[config.mk]
export PLATFORM = sky130hd
export DESIGN_NAME = agu
export DESIGN_NICKNAME = d
export VERILOG_FILES = /design/src/rtl/agu.sv
export SDC_FILE = /design/constraint.sdc
export NUM_CORES = 1
export LEC_CHECK = 0
export BUFFER_PORTS_ARGS = -buffer_cell sky130_fd_sc_hd__buf_2
export CORE_MARGIN = 4
export CORE_UTILIZATION = 40
export CTS_BUF_LIST = sky130_fd_sc_hd__clkbuf_8
export CTS_CLUSTER_SIZE = 20
export DETAILED_ROUTE_END_ITERATION = 12
export GPL_ROUTABILITY_DRIVEN = 0
export GPL_TIMING_DRIVEN = 0
export HOLD_SLACK_MARGIN = 0.03
export PLACE_DENSITY = 0.67
export SLEW_MARGIN = 30
export SYNTH_ARGS = -nofsm -noshare
export SYNTH_HDL_FRONTEND = slang
export SYNTH_SLANG_ARGS = --single-unit
export TNS_END_PERCENT = 10
[constraint.sdc]
create_clock -name clk -period 6.2 [get_ports clk]
set_clock_uncertainty 0.05 [all_clocks]
set_input_delay 0.62 -clock clk [delete_from_list [all_inputs] [get_ports clk]]
set_output_delay 0.62 -clock clk [all_outputs]
set_load 0.005 [all_outputs]
[src/rtl/agu.sv]
// Address generation unit: one memory op at a time, IDLE -> CMD -> WB.
// Define AGU_MISALIGN_CHK_EN to trap misaligned H/W accesses instead of issuing them.
`ifndef XLEN
`define XLEN 32
`endif
`ifndef ADDR_SIZE
`define ADDR_SIZE 32
`endif

module agu (
  input  logic                   clk,
  input  logic                   rst,
  input  logic                   agu_i_valid,
  output logic                   agu_i_ready,
  input  logic [`XLEN-1:0]       agu_i_rs1,
  input  logic [`XLEN-1:0]       agu_i_rs2,
  input  logic [`XLEN-1:0]       agu_i_imm,
  input  logic                   agu_i_load,
  input  logic                   agu_i_store,
  input  logic                   agu_i_usign,
  input  logic [1:0]             agu_i_size,
  input  logic [4:0]             agu_i_rdidx,
  output logic                   agu_icb_cmd_valid,
  input  logic                   agu_icb_cmd_ready,
  output logic [`ADDR_SIZE-1:0]  agu_icb_cmd_addr,
  output logic                   agu_icb_cmd_read,
  output logic [`XLEN-1:0]       agu_icb_cmd_wdata,
  output logic [`XLEN/8-1:0]     agu_icb_cmd_wmask,
  input  logic [`XLEN-1:0]       agu_icb_rsp_rdata,
  output logic                   agu_o_valid,
  input  logic                   agu_o_ready,
  output logic [`XLEN-1:0]       agu_o_wbck_wdat,
  output logic [4:0]             agu_o_rdidx,
  output logic                   agu_o_wen,
  output logic                   agu_o_misalgn
);
  localparam int XLEN = `XLEN;
  localparam int AW   = `ADDR_SIZE;

  typedef enum logic [1:0] {IDLE, CMD, WB} state_t;
  state_t state, state_nxt;

  logic [XLEN-1:0] addr_r, rs2_r, wbck_r, acc_addr, shifted, ld_data;
  logic [1:0]      size_r;
  logic [4:0]      rdidx_r;
  logic            usign_r, ld_r, wen_r;
  logic            accept, acc_mem, acc_mis, skip_cmd, hs_cmd;
  logic [3:0]      mask_base;

  assign acc_addr = agu_i_rs1 + agu_i_imm;
  assign acc_mem  = agu_i_load | agu_i_store;
`ifdef AGU_MISALIGN_CHK_EN
  assign acc_mis  = acc_mem & (((agu_i_size == 2'd1) & acc_addr[0]) |
                               (agu_i_size[1] & (|acc_addr[1:0])));
`else
  assign acc_mis  = 1'b0;
`endif
  assign skip_cmd = ~acc_mem | acc_mis;
  assign accept   = agu_i_valid & agu_i_ready;
  assign hs_cmd   = agu_icb_cmd_valid & agu_icb_cmd_ready;

  always_comb begin
    state_nxt = state;
    case (state)
      IDLE:    if (accept) state_nxt = skip_cmd ? WB : CMD;
      CMD:     if (agu_icb_cmd_ready) state_nxt = WB;
      WB:      if (agu_o_ready) state_nxt = IDLE;
      default: state_nxt = IDLE;
    endcase
  end

  // Lane-align the returned word, then extend from the access width.
  assign shifted = agu_icb_rsp_rdata >> {addr_r[1:0], 3'b000};
  always_comb begin
    case (size_r)
      2'd0:    ld_data = {{(XLEN-8){~usign_r & shifted[7]}}, shifted[7:0]};
      2'd1:    ld_data = {{(XLEN-16){~usign_r & shifted[15]}}, shifted[15:0]};
      default: ld_data = shifted;
    endcase
  end

  always_ff @(posedge clk or posedge rst) begin
    if (rst) begin
      state   <= IDLE;
      addr_r  <= '0;
      rs2_r   <= '0;
      size_r  <= '0;
      usign_r <= 1'b0;
      ld_r    <= 1'b0;
      rdidx_r <= '0;
      wen_r   <= 1'b0;
      wbck_r  <= '0;
    end else begin
      state <= state_nxt;
      if (accept) begin
        addr_r  <= acc_addr;
        rs2_r   <= agu_i_rs2;
        size_r  <= agu_i_size;
        usign_r <= agu_i_usign;
        ld_r    <= agu_i_load & ~agu_i_store;
        rdidx_r <= agu_i_rdidx;
        wen_r   <= agu_i_load & ~agu_i_store & ~acc_mis;
        wbck_r  <= '0;
      end else if (hs_cmd && ld_r) begin
        wbck_r  <= ld_data;
      end
    end
  end

`ifdef AGU_MISALIGN_CHK_EN
  logic mis_r;
  always_ff @(posedge clk or posedge rst) begin
    if (rst)         mis_r <= 1'b0;
    else if (accept) mis_r <= acc_mis;
  end
  assign agu_o_misalgn = mis_r;
`else
  assign agu_o_misalgn = 1'b0;
`endif

  always_comb begin
    case (size_r)
      2'd0:    mask_base = 4'b0001;
      2'd1:    mask_base = 4'b0011;
      default: mask_base = 4'b1111;
    endcase
  end

  assign agu_i_ready       = (state == IDLE);
  assign agu_icb_cmd_valid = (state == CMD);
  assign agu_icb_cmd_addr  = {addr_r[AW-1:2], 2'b00};
  assign agu_icb_cmd_read  = ld_r;
  assign agu_icb_cmd_wdata = rs2_r << {addr_r[1:0], 3'b000};
  // Word stores always enable every lane; narrower ones shift and drop lanes past byte 3.
  assign agu_icb_cmd_wmask = ld_r ? 4'b0000 :
                             (size_r[1] ? 4'b1111 : (mask_base << addr_r[1:0]));
  assign agu_o_valid       = (state == WB);
  assign agu_o_wbck_wdat   = wbck_r;
  assign agu_o_rdidx       = rdidx_r;
  assign agu_o_wen         = wen_r;
endmodule

Yosys cells after proc, flatten, opt, wreduce, memory -nomap -nowiden
Index checks and enable logic that the tools add are counted.
W data, S select, Z words.
{"block": "word_totals", "inputBits": 143, "wordCells": 42, "output_inout_bits": 111, "register_bits": 107}
{"block": "classes", "bitwise_logic": 8, "shift": 3, "reduce_logical": 5, "add_sub_neg": 1, "n_eq_ne": 6, "n_mux": 11}
{"operator": "$mux W32", "n": 2}
{"operator": "$pmux W32 S2", "n": 1}
{"operator": "$add A32 B32 Y32", "n": 1}
{"operator": "$shl A32 B5 Y32", "n": 1}
{"operator": "$shr A32 B5 Y32", "n": 1}
{"operator": "$mux W2", "n": 4}
{"operator": "$mux W4", "n": 2}
{"operator": "$pmux W4 S2", "n": 1}
{"operator": "$ne A2 B1 Y1 const B", "n": 3}
{"operator": "$pmux W2 S3", "n": 1}
{"operator": "$and A1 B1 Y1", "n": 5}
{"operator": "$eq A2 B1 Y1 const B", "n": 2}
{"operator": "$logic_not A2 Y1", "n": 2}
{"operator": "$shl A4 B2 Y4", "n": 1}
{"operator": "$reduce_and A3 Y1", "n": 1}
{"operator": "$eq A2 B2 Y1 const B", "n": 1}
{"operator": "$not A1 Y1", "n": 2}
{"operator": "$reduce_bool A2 Y1", "n": 1}
{"operator": "$logic_and A1 B1 Y1", "n": 1}
{"operator": "$or A1 B1 Y1", "n": 1}

Longest topological paths before layout
{"block": "logic_depth", "ltp_word": 5, "ltp_mapped": 10}

Worst setup path after synthesis
No wires, ideal clock.
{"block": "synth_path", "kind": "input -> register", "from": "input port agu_i_rs1[0]", "to": "register addr_r[28]", "arrival_time_ns": 2.806, "cell_stages": 10, "t_required_ns": 6.021, "path_slack_ns": 3.215, "path_cell_list": "ha_1 > fa_1 > a211oi_2 > o21ai_2 > a41oi_4 > o311ai_4 > a311o_1 > a21oi_2 > xor2_1 > o21ai_1"}
{"block": "synth_via", "elab_chain_len": 1}
{"element": "start, declared", "line": "15", "rtl": "input logic [`XLEN-1:0] agu_i_rs1,"}
{"element": "$add A32 B32 Y32", "line": "50", "rtl": "assign acc_addr = agu_i_rs1 + agu_i_imm;"}
{"element": "end signal, assigned", "line": "96", "rtl": "addr_r <= acc_addr;"}
{"element": "end, declared", "line": "43", "rtl": "logic [XLEN-1:0] addr_r, rs2_r, wbck_r, acc_addr, shifted, ld_data;"}
Every way passes these cells.
A chain may end at the register's enable or synchronous reset.

Worst setup path in the final report
{"block": "layout_path", "from": "register addr_r[0]", "to": "output port agu_icb_cmd_wmask[2]"}
{"block": "layout_via", "elab_chain_len": 3}
{"element": "$shl A4 B2 Y4", "line": "136", "rtl": "(size_r[1] ? 4'b1111 : (mask_base << addr_r[1:0]));"}
{"element": "$mux W4", "line": "136"}
{"element": "$mux W4", "line": "135", "rtl": "assign agu_icb_cmd_wmask = ld_r ? 4'b0000 :"}
{"element": "end, declared", "line": "28", "rtl": "output logic [`XLEN/8-1:0] agu_icb_cmd_wmask,"}
Every way passes these cells.

==> impl_metrics.json <==
{
  "cts_setup_buffers": 0,
  "drc_errors": 0,
  "cp-start-kind": "flip-flop",
  "cp_num_buf_inv": 4,
  "routed_wl_mm": 22.52,
  "track_usage": 0.2233,
  "yosysSeqAreaShare": 0.3829,
  "p_leak_nw": 4.525,
  "combPwrFrac": 0.546,
  "dieArea_um2": 19660,
  "cts_tree": "built",
  "p_clk_frac": 0.121,
  "hold_class": "input pin to async pin",
  "synth_edf_count": 0,
  "ys.flop_type": "dfrtp_1",
  "setup_viol": 0,
  "multi_input_area_um2": 3837,
  "cts-htree-levels": 3,
  "die_h_um": 140.2,
  "fin_tns_setup_ns": 0,
  "root_buffer": "clkbuf_8",
  "hold_buffers": 0,
  "synth_top_area_share": 0.3829,
  "slowest_stage": "clkbuf_1",
  "first_pass_iters": 6,
  "die_w_um": 140.2,
  "synthCells": 842,
  "crit_arrival_ns": 2.64,
  "ys_ff_latch": 107,
  "grt_pass1_vias": 6720,
  "clk_latency_ns": 0.38,
  "final_util": 0.5084,
  "final_max_slew_viol_count": 0,
  "grt_pass1_wl_mm": 35.17,
  "worstPathRequired_ns": 5.53,
  "status": "completed",
  "worstPathMaxFanout": 10,
  "hold_violations": 0,
  "seq_area_um2": 2678,
  "drv_cap": 0,
  "worst_path_largest_cell_delay_ns": 0.64,
  "synth_area_leaders": "dfrtp_1 38%, nand2_1 12%, o21ai_0 5.6%",
  "final_cell_mix": "254 x buf_2, 228 x nand2_1, 107 x dfrtp_1",
  "path_class": "flip-flop to output port",
  "ys_async_sr_fraction": 1.000,
  "power.sequential.fraction": 0.333,
  "clk_pin_slew_ns": 0.12,
  "wl_per_cell_um": 16.82,
  "io_pins": 254,
  "ir_drop_uv": 193.7,
  "fillers": 1681,
  "clock_path_buffers": 2,
  "place_inst": 1320,
  "grt_max_degree": 55,
  "final_common_cell": "buf_2",
  "instances_no_fill": 1339,
  "crit_path_start": "addr_r[0]",
  "coreArea_um2": 17240,
  "cts_sinks": 107,
  "antenna_found_initial": 4,
  "worst_pin_slew_ns": 0.9492,
  "initial_utilization": 0.4057,
  "gr-total-overflow": 0,
  "vias": 6963,
  "dp_hpwl_mm": 17.88,
  "drt_iter0_markers": 388,
  "post-route-period-util": 0.5345,
  "worstPathCellList": "buf_2 > buf_1 > clkbuf_1 > nand2_1 > nor2_1 > nor3_1 > nor2_1 > buf_2",
  "vias_per_cell": 5.200,
  "drive_gt1_frac": 0.2916,
  "numCtsBuffers": 9,
  "ant_nets": 0,
  "cts_resized": 0,
  "syn2layout_area_growth_pct": 25.32,
  "synth_top_cell_by_area": "dfrtp_1",
  "rr_startpoint": "addr_r[1]",
  "synth.avg_cell_area_um2": 8.305,
  "p_int_w": 0.001967,
  "nets": 1281,
  "io_buffers": 250,
  "end_kind": "output port",
  "dp_slack_ns": 2.837,
  "powerDensity_nw_per_um2": 402.6,
  "yosysUniqueCellTypes": 60,
  "rows": 48,
  "ys_warn_count": 0,
  "slew_headroom": 0.3623,
  "path_delay_family": "buffers and inverters",
  "max_freq_mhz": 301.7,
  "setup_slack_ns": 2.886,
  "p_switching_w": 0.001561,
  "syn-cell-area_um2": 6993,
  "rrSetupSlack_ns": 3.77,
  "period_needed_ns": 3.314,
  "rsz0062_at_grt": "false",
  "p_sw_frac": 0.4425
}
[logic make-up (layout without fill, tap and decap cells)]
logic type      after synthesis  in the layout  synth area share
other cells                   1              6         0.0005363
mux                          41             41           0.06030
flops                       107            107            0.3829
xor+xnor                     26             26           0.03256
compound gates              216            216            0.2008
fa+ha+maj                    32             32           0.05833
simple gates                325            325            0.1952
buf+inv                      94            361           0.06942
[worst reg2reg max path, stage by stage, from the launching register on]
cell and delay (ns):
dfrtp_1 0.36, buf_2 0.17, nor2b_1 0.14, clkbuf_1 0.31
a21oi_1 0.16, a211o_1 0.33, a21oi_2 0.35, buf_2 0.32
a22o_1 0.17
[synthesized netlist by cell type (all sizes together), types with 9 or more instances]
master / instances
a211oi: 14
nand2: 228
xnor2: 15
buf: 43
clkbuf: 41
ha: 31
mux2i: 32
a22o: 17
nor2b: 18
and2: 13
dfrtp: 107
a21oi: 47
mux2: 9
nor2: 34
inv: 10
o21ai: 85
xor2: 11
[final timing paths]
check                                       end  cells after the start
max                        agu_icb_cmd_wmask[2]                      8
min                         agu_o_wbck_wdat[26]                      2
max reg2reg                 agu_o_wbck_wdat[17]                      8
min reg2reg                      agu_o_rdidx[1]                      2
max in group asynchronous             addr_r[5]                      3
min in group clk                 agu_o_rdidx[4]                      3
[flip-flops by register name, indices dropped and copies added, names as in the netlist]
register / cells
agu_o_wbck_wdat: 32
agu_o_wen: 1
state: 2
usign_r: 1
addr_r: 32
agu_o_rdidx: 5
size_r: 2
rs2_r: 32
[layout make-up]
| class | count | area share |
|---|---|---|
| Buffer | 84 | 0.05111 |
| Multi-Input combinational cell | 643 | 0.4379 |
| Tap cell | 225 | 0.03212 |
| Clock inverter | 7 | 0.007282 |
| Inverter | 10 | 0.005140 |
| Timing Repair Buffer | 251 | 0.1459 |
| Clock buffer | 9 | 0.01413 |
| Sequential cell | 107 | 0.3055 |
| Antenna cell | 3 | 0.0008567 |
[through the flow]
step	hold WS, ns	total power [W]	cell area [um2]
after floorplan	0.3879	0.002321	7000
after global placement	0.4027	0.003096	8533
after detailed placement	0.4048	0.003126	8568
after CTS	0.1629	0.003557	8756
after global routing	0.1750	0.003819	8761
final	0.1559	0.003529	8763
[power by group through the flow]
stage / clock network (W) / registers, W / logic, W
final: 0.000425 / 0.00118 / 0.00193
after global routing: 0.000460 / 0.00121 / 0.00214
after detailed placement: 0 / 0.00119 / 0.00194
after CTS: 0.000435 / 0.00118 / 0.00194
after floorplan: 0 / 0.00113 / 0.00119
after global placement: 0 / 0.00119 / 0.00191
[routing by layer]
layer | track usage | vias to the layer above | wire length, um
met3 | 0.05702 | 44 | 1773
met2 | 0.3584 | 283 | 10490
li1 | - | 3409 | -
met5 | 0 | - | 34
met4 | 0.08516 | 4 | 644
met1 | 0.2905 | 3223 | 9579
(Power assumes the default switching activity.)
